**src/rtl/mipi_tx_pkg.sv**
```systemverilog
// Shared constants for the MIPI TX video packet scheduler.
// CSI/DSI data types and scheduler state encoding.
`timescale 1ns/1ps
package mipi_tx_pkg;

  localparam logic [5:0] DT_FS     = 6'h00;
  localparam logic [5:0] DT_FE     = 6'h01;
  localparam logic [5:0] DT_RGB888 = 6'h3E;

  localparam logic [2:0] ST_IDLE       = 3'd0;
  localparam logic [2:0] ST_FS_REQ     = 3'd1;
  localparam logic [2:0] ST_WAIT_LINE  = 3'd2;
  localparam logic [2:0] ST_LP_REQ     = 3'd3;
  localparam logic [2:0] ST_LP_PAYLOAD = 3'd4;
  localparam logic [2:0] ST_GAP        = 3'd5;
  localparam logic [2:0] ST_FE_REQ     = 3'd6;
  localparam logic [2:0] ST_FRAME_GAP  = 3'd7;

endpackage

```
**src/rtl/mipi_tx_gap_timer.sv**
```systemverilog
// Loadable 16-bit down-counter; done_o marks the last cycle of a run.
// A load of N yields exactly N running cycles before done.
`timescale 1ns/1ps
module mipi_tx_gap_timer
  import mipi_tx_pkg::*;
(
  input  logic        clk_i,
  input  logic        rst_i,
  input  logic        load_i,
  input  logic [15:0] load_val_i,
  input  logic        run_i,
  output logic        done_o
);

  logic [15:0] cnt_q, cnt_d;

  always_comb begin
    cnt_d = cnt_q;
    if (load_i) begin
      cnt_d = load_val_i;
    end else if (run_i && (cnt_q != 16'd0)) begin
      cnt_d = cnt_q - 16'd1;
    end
  end

  always_ff @(posedge clk_i) begin
    if (rst_i) cnt_q <= '0;
    else       cnt_q <= cnt_d;
  end

  assign done_o = run_i && (cnt_q == 16'd1);

endmodule

```
**src/rtl/mipi_tx_video_scheduler.sv**
```systemverilog
// Frame packet sequencer: FS, one RGB888 long packet per line, FE.
// Drives the TX core command handshake with registered outputs.
`timescale 1ns/1ps
module mipi_tx_video_scheduler
  import mipi_tx_pkg::*;
#(
  parameter int         H_ACTIVE        = 1280,
  parameter int         V_ACTIVE        = 720,
  parameter int         BYTES_PER_PIXEL = 3,
  parameter int         LINE_GAP        = 16,
  parameter int         FRAME_GAP       = 64,
  parameter logic [1:0] VC              = 2'd0
) (
  input  logic        CLK_tx,
  input  logic        RST,
  input  logic        Enable,
  input  logic        Frame_trig,
  input  logic        Line_ready,
  output logic        Tx_cmd_req,
  output logic [5:0]  Tx_cmd_data_type,
  output logic [15:0] Tx_cmd_word_count,
  output logic [1:0]  Tx_cmd_vc,
  input  logic        Tx_cmd_ack,
  input  logic        Tx_payload_en_last,
  output logic        Busy,
  output logic        Frame_done,
  output logic [15:0] Line_cnt,
  output logic [15:0] Stall_cnt
);

  if (H_ACTIVE * BYTES_PER_PIXEL > 65535) begin : g_bad_wc
    $error("H_ACTIVE*BYTES_PER_PIXEL exceeds 16-bit word count");
  end
  if (LINE_GAP < 1 || FRAME_GAP < 1) begin : g_bad_gap
    $error("LINE_GAP and FRAME_GAP must be at least 1");
  end

  localparam logic [15:0] WC     = 16'(H_ACTIVE * BYTES_PER_PIXEL);
  localparam logic [15:0] LGAP   = 16'(LINE_GAP);
  localparam logic [15:0] FGAP   = 16'(FRAME_GAP);
  localparam logic [15:0] VLINES = 16'(V_ACTIVE);

  logic [2:0]  state_q, state_d, next_q, next_d;
  logic        req_q, req_d, busy_q, done_q, done_d;
  logic [5:0]  dt_q, dt_d;
  logic [15:0] wc_q, wc_d, line_q, line_d, stall_q, stall_d;
  logic        ack_ok, gap_load, gap_run, gap_done;
  logic [15:0] gap_val;

  assign ack_ok = req_q && Tx_cmd_ack;

  assign gap_load = (state_q == ST_FS_REQ && ack_ok)
                 || (state_q == ST_FE_REQ && ack_ok)
                 || (state_q == ST_LP_PAYLOAD && Tx_payload_en_last);
  assign gap_val  = (state_q == ST_FE_REQ) ? FGAP : LGAP;
  assign gap_run  = (state_q == ST_GAP) || (state_q == ST_FRAME_GAP);

  mipi_tx_gap_timer u_gap (
    .clk_i      (CLK_tx),
    .rst_i      (RST),
    .load_i     (gap_load),
    .load_val_i (gap_val),
    .run_i      (gap_run),
    .done_o     (gap_done)
  );

  always_comb begin
    state_d = state_q;
    next_d  = next_q;
    req_d   = req_q;
    dt_d    = dt_q;
    wc_d    = wc_q;
    done_d  = 1'b0;
    line_d  = line_q;
    stall_d = stall_q;
    case (state_q)
      ST_IDLE: begin
        if (Frame_trig && Enable) begin
          state_d = ST_FS_REQ;
          req_d   = 1'b1;
          dt_d    = DT_FS;
          wc_d    = 16'd0;
        end
      end
      ST_FS_REQ: begin
        if (ack_ok) begin
          req_d   = 1'b0;
          state_d = ST_GAP;
          next_d  = ST_WAIT_LINE;
          line_d  = 16'd0;
          stall_d = 16'd0;
        end
      end
      ST_WAIT_LINE: begin
        if (Line_ready) begin
          state_d = ST_LP_REQ;
          req_d   = 1'b1;
          dt_d    = DT_RGB888;
          wc_d    = WC;
        end else if (stall_q != 16'hFFFF) begin
          stall_d = stall_q + 16'd1;
        end
      end
      ST_LP_REQ: begin
        if (ack_ok) begin
          req_d   = 1'b0;
          state_d = ST_LP_PAYLOAD;
        end
      end
      ST_LP_PAYLOAD: begin
        if (Tx_payload_en_last) begin
          line_d  = line_q + 16'd1;
          state_d = ST_GAP;
          next_d  = (line_q + 16'd1 == VLINES) ? ST_FE_REQ : ST_WAIT_LINE;
        end
      end
      ST_GAP: begin
        if (gap_done) begin
          state_d = next_q;
          if (next_q == ST_FE_REQ) begin
            req_d = 1'b1;
            dt_d  = DT_FE;
            wc_d  = 16'd0;
          end
        end
      end
      ST_FE_REQ: begin
        if (ack_ok) begin
          req_d   = 1'b0;
          done_d  = 1'b1;
          state_d = ST_FRAME_GAP;
        end
      end
      ST_FRAME_GAP: begin
        if (gap_done) state_d = ST_IDLE;
      end
      default: state_d = ST_IDLE;
    endcase
  end

  always_ff @(posedge CLK_tx) begin
    if (RST) begin
      state_q <= ST_IDLE;
      next_q  <= ST_IDLE;
      req_q   <= 1'b0;
      dt_q    <= 6'd0;
      wc_q    <= 16'd0;
      busy_q  <= 1'b0;
      done_q  <= 1'b0;
      line_q  <= 16'd0;
      stall_q <= 16'd0;
    end else begin
      state_q <= state_d;
      next_q  <= next_d;
      req_q   <= req_d;
      dt_q    <= dt_d;
      wc_q    <= wc_d;
      busy_q  <= (state_d != ST_IDLE);
      done_q  <= done_d;
      line_q  <= line_d;
      stall_q <= stall_d;
    end
  end

  assign Tx_cmd_req        = req_q;
  assign Tx_cmd_data_type  = dt_q;
  assign Tx_cmd_word_count = wc_q;
  assign Tx_cmd_vc         = VC;
  assign Busy              = busy_q;
  assign Frame_done        = done_q;
  assign Line_cnt          = line_q;
  assign Stall_cnt         = stall_q;

endmodule

```
**config.mk**
```make
export PLATFORM = sky130hd
export DESIGN_NAME = mipi_tx_video_scheduler
export DESIGN_NICKNAME = d
export VERILOG_FILES = /design/src/rtl/mipi_tx_pkg.sv /design/src/rtl/mipi_tx_gap_timer.sv /design/src/rtl/mipi_tx_video_scheduler.sv
export SDC_FILE = /design/constraint.sdc
export NUM_CORES = 1
export LEC_CHECK = 0
export ABC_AREA = 0
export CAP_MARGIN = 20
export CORE_ASPECT_RATIO = 0.75
export CORE_MARGIN = 3
export CORE_UTILIZATION = 50
export DETAILED_ROUTE_END_ITERATION = 8
export GPL_TIMING_DRIVEN = 0
export PLACE_DENSITY_LB_ADDON = 0.1
export SYNTH_ARGS = -nofsm -noshare
export SYNTH_HDL_FRONTEND = slang
export SYNTH_HIERARCHICAL = 1
export SYNTH_SLANG_ARGS = --single-unit
```
**constraint.sdc**
```tcl
create_clock -name CLK_tx -period 2.85 [get_ports CLK_tx]
set_input_delay 0.57 -clock CLK_tx [delete_from_list [all_inputs] [get_ports CLK_tx]]
set_output_delay 0.57 -clock CLK_tx [all_outputs]
set_load 0.05 [all_outputs]
```
==> results by group, run 1 <==
Critical path
  – Critical path type: flip-flop to flip-flop
  – CP max-delay cell: or4b_1
  – Worst R2R End: u_gap/cnt_q[15]$_SDFFE_PP0P_
  – Worst R2R Start: state_q[2]$_SDFF_PP0_
  – CP peak stage delay: 610 ps
  – Crit path from: state_q[2]$_SDFF_PP0_
  – Reg2reg setup slack: between 150 and 200 ps
  – Max FO, Critical Path: 10
  – Buf+Inv Stages, Crit Path: 2
  – R2r worst-path depth: 7
  – Worst setup SP type: flip-flop
  – CP Cell Sequence: buf_2, clkbuf_1, and2_1, or4b_1, or4_4, o31ai_4, a221oi_2
  – CP required: 3050 ps
  – Worst path arrival time: 2880 ps
  – Worst setup EP type: flip-flop
  – Delay-heaviest family, CP: simple AND/OR/NAND/NOR gates

Clock network
  – Clock buffer depth: 2
  – CTS Buf Count: 9
  – Htree depth: 3
  – Post-CTS Setup Bufs: 0
  – Root Buffer: clkbuf_8
  – Clock-pin slew on the worst setup and hold paths: 70 ps
  – Clock sink total: 58
  – Post-cts sizing count: 0
  – Clock latency on the worst-skew pair: 340 ps
  – Cts hold-fix bufs: 0
  – TritonCTS clock tree: built

Global routing
  – Antenna violations before repair: 0
  – First-pass GRT wire length: 15,100 µm
  – GRT Residual Overflow: 0
  – Largest net degree at the start of global routing: 12
  – GRT Util Overall: 0.232
  – Vias in the first global route: 3,098

Synth
  – Yosys reg bits: a little under 60
  – Synthesis Warnings: 6
  – Post-synthesis sequential area ratio: 0.327
  – Post-Syn Instances: 447
  – Fraction of registers with async set/reset: 0
  – Mapped Area: 3550 µm²
  – Post-Syn Area per Cell: 7.94 µm²
  – EDFF count, synth: 0
  – Top_reg_cell synth: dfxtp_1
  – Synth cell types: 70

Power
  – Switch Pwr: 0.000555 W
  – Worst VDD drop: 294 µV
  – Sw frac: 0.311
  – Clock power share: 0.372
  – Pwr Density: between 400 and 500 nW/µm²
  – Gate power share: 0.155
  – Sequential share of power: 0.473
  – Total power: 0.00178 W
  – Int Pwr: 0.00123 W
  – Pleak: ~1.6 nW

Floorplan
  – Die W: 103 µm
  – Die ar.: 8160 µm²
  – IO Count: 66
  – Die height: 79.0 µm
  – Core Region: 6600 µm²
  – Starting Density: 0.538
  – # rows: 25

STA
  – RSZ-0062 raised after global routing: no
  – Final setup vio count: 0
  – Fmax: around 0.37 GHz
  – Fin. Hold Viols: 0
  – Rel. slew slack: 0.495
  – Slew Viols, Final: 0
  – Tcrit/Tclk final: 0.941
  – Clock skew: 10.4 ps
  – Slew of the pin with the lowest slew margin: 751 ps
  – Final critical-path required period: 2680 ps

Placed design
  – Routability cong.: 0.907
  – Count of input and output buffers: 51
  – Detailed Place HPWL: 6560 µm

Cells and area
  – Ratio of cells with drive above 1 in the final layout: 0.126
  – Post-Route Utilization: 0.674
  – N_diodes: 0
  – Synth-to-Final Area Change: 25.3%
  – Commonest cells after routing, fill and taps aside: nor2_1, dfxtp_1, clkdlybuf4s50_1
  – Fillers: 572
  – Number of nets in the layout: 547
  – Commonest non-fill, non-tap cell in the layout: nor2_1

Min path
  – Worst hold stages: 2
  – Hold Path Class: flip-flop to flip-flop
  – Hold path startpoint: next_q[1]$_SDFFE_PP0P_
  – Hold Path End: next_q[1]$_SDFFE_PP0P_

Route
  – WL final: 8920 µm
  – Routed WL per cell: 14.0 µm
  – Initial DRC count: 184
  – Vias: 3,507
  – Remaining DRCs: 0
  – Drt pass-1 iters: 5
  – Routed Antenna Nets: 0
  – DR vias/cell: ~5.5

Outcome
  – Outcome: finished, final reports clean

Flow run
  – Max-cap violations: 0
[layer usage]
metal,up-vias,track usage,share of wire
li1,1757,-,-
met1,1600,0.350,0.49
met2,144,0.328,0.41
met3,6,0.0509,0.085
met4,0,0.0673,0.0099
met5,-,0,0
[area by class of cell]
class                   count  area [µm²]  area share
repair buffers             51         510       0.115
inverters                  16        60.1      0.0135
well taps                  94         118      0.0264
clock inverters             7        46.3      0.0104
plain buffers              46         272      0.0610
clock buffers               9         124      0.0278
multi-input cells         354        2160       0.485
flip-flops and latches     58        1160       0.261
[how the worst max path moves through the flow]
stage,end,slack [ps],depth (start not counted)
2_1_floorplan,next_q[2]$_SDFFE_PP0P_,520,7
3_3_place_gp,u_gap/cnt_q[2]$_SDFFE_PP0P_,20,9
3_5_place_dp,u_gap/cnt_q[6]$_SDFFE_PP0P_,-10,9
4_1_cts,u_gap/cnt_q[15]$_SDFFE_PP0P_,190,7
5_1_grt,u_gap/cnt_q[13]$_SDFFE_PP0P_,10,7
6_report,u_gap/cnt_q[15]$_SDFFE_PP0P_,170,7
[cells in the mapped netlist (5+ instances only)]
| library cell | number | area share |
|---|---|---|
| nor2_1 | 60 | 0.063 |
| dfxtp_1 | 58 | 0.33 |
| nand2_1 | 34 | 0.036 |
| a21oi_1 | 28 | 0.039 |
| buf_4 | 24 | 0.051 |
| nand3_1 | 21 | 0.030 |
| inv_1 | 16 | 0.017 |
| clkbuf_1 | 15 | 0.016 |
| xor2_1 | 14 | 0.035 |
| o21ai_0 | 13 | 0.018 |
| a311oi_1 | 12 | 0.030 |
| nor3_1 | 11 | 0.016 |
| nand4_1 | 10 | 0.018 |
| and3_1 | 7 | 0.012 |
| nor2b_1 | 6 | 0.011 |
| xnor2_1 | 6 | 0.015 |
| a221oi_1 | 5 | 0.012 |
| and4_1 | 5 | 0.012 |
| or4_1 | 5 | 0.011 |
[registers in the layout, indices dropped and copies added, names as in the netlist]
signal and flops:
Tx_cmd_word_count 1, state_q 3, next_q 2, Stall_cnt 16
Tx_cmd_req 1, Line_cnt 16, Tx_cmd_data_type 1, Frame_done 1
Busy 1, u_gap/cnt_q 16
[power groups by stage]
stage	clock network, W	logic, W	registers (W)
final	0.000663	0.000276	0.000844
after global routing	0.000733	0.000298	0.000847
after CTS	0.000688	0.000270	0.000844
after detailed placement	0	0.000268	0.000862
after global placement	0	0.000267	0.000862
after floorplan	0	0.000196	0.000871
[cell families (layout without fill, tap and decap cells)]
| kind of cell | Yosys count | count (layout) | synth area share |
|---|---|---|---|
| AO/OA/AOI/OAI | 94 | 94 | 0.189 |
| other | 1 | 28 | 0.00106 |
| AND/OR/NAND/NOR | 207 | 207 | 0.323 |
| buffers and inverters | 62 | 129 | 0.0934 |
| XOR/XNOR | 20 | 20 | 0.0493 |
| adder cells (fa/ha/maj) | 5 | 5 | 0.0169 |
| flip-flops | 58 | 58 | 0.327 |
[worst reg2reg max path: cells and delay by family (launching register included)]
family                 cells  cell delay (ps)
AND/OR/NAND/NOR            3             1440
buffers and inverters      2              520
flip-flops                 1              300
AO/OA/AOI/OAI              2              290
[stage by stage]
step / hold slack, ps / worst slack [ps] / TNS [ps] / std cells / area, µm²
5_1_grt: 552 / 14.1 / 0 / 635 / 4450
3_3_place_gp: 480 / 22.9 / 0 / 619 / 4280
2_1_floorplan: 463 / 522 / 0 / 474 / 3650
6_report: 505 / 168 / 0 / 635 / 4450
3_5_place_dp: 492 / -10.1 / -10.1 / 619 / 4280
4_1_cts: 505 / 186 / 0 / 635 / 4450
Power figures use the tool's default switching activity.
==> run 2: changes to the inputs <==
--- a/config.mk
+++ b/config.mk
@@ -10,6 +10,7 @@
 export CORE_ASPECT_RATIO = 0.75
 export CORE_MARGIN = 3
 export CORE_UTILIZATION = 50
+export CTS_CLUSTER_DIAMETER = 200
 export DETAILED_ROUTE_END_ITERATION = 8
 export GPL_TIMING_DRIVEN = 0
 export PLACE_DENSITY_LB_ADDON = 0.1
==> results of run 2 <==
Final layout, timing and power as in run 1 (identical DEF).
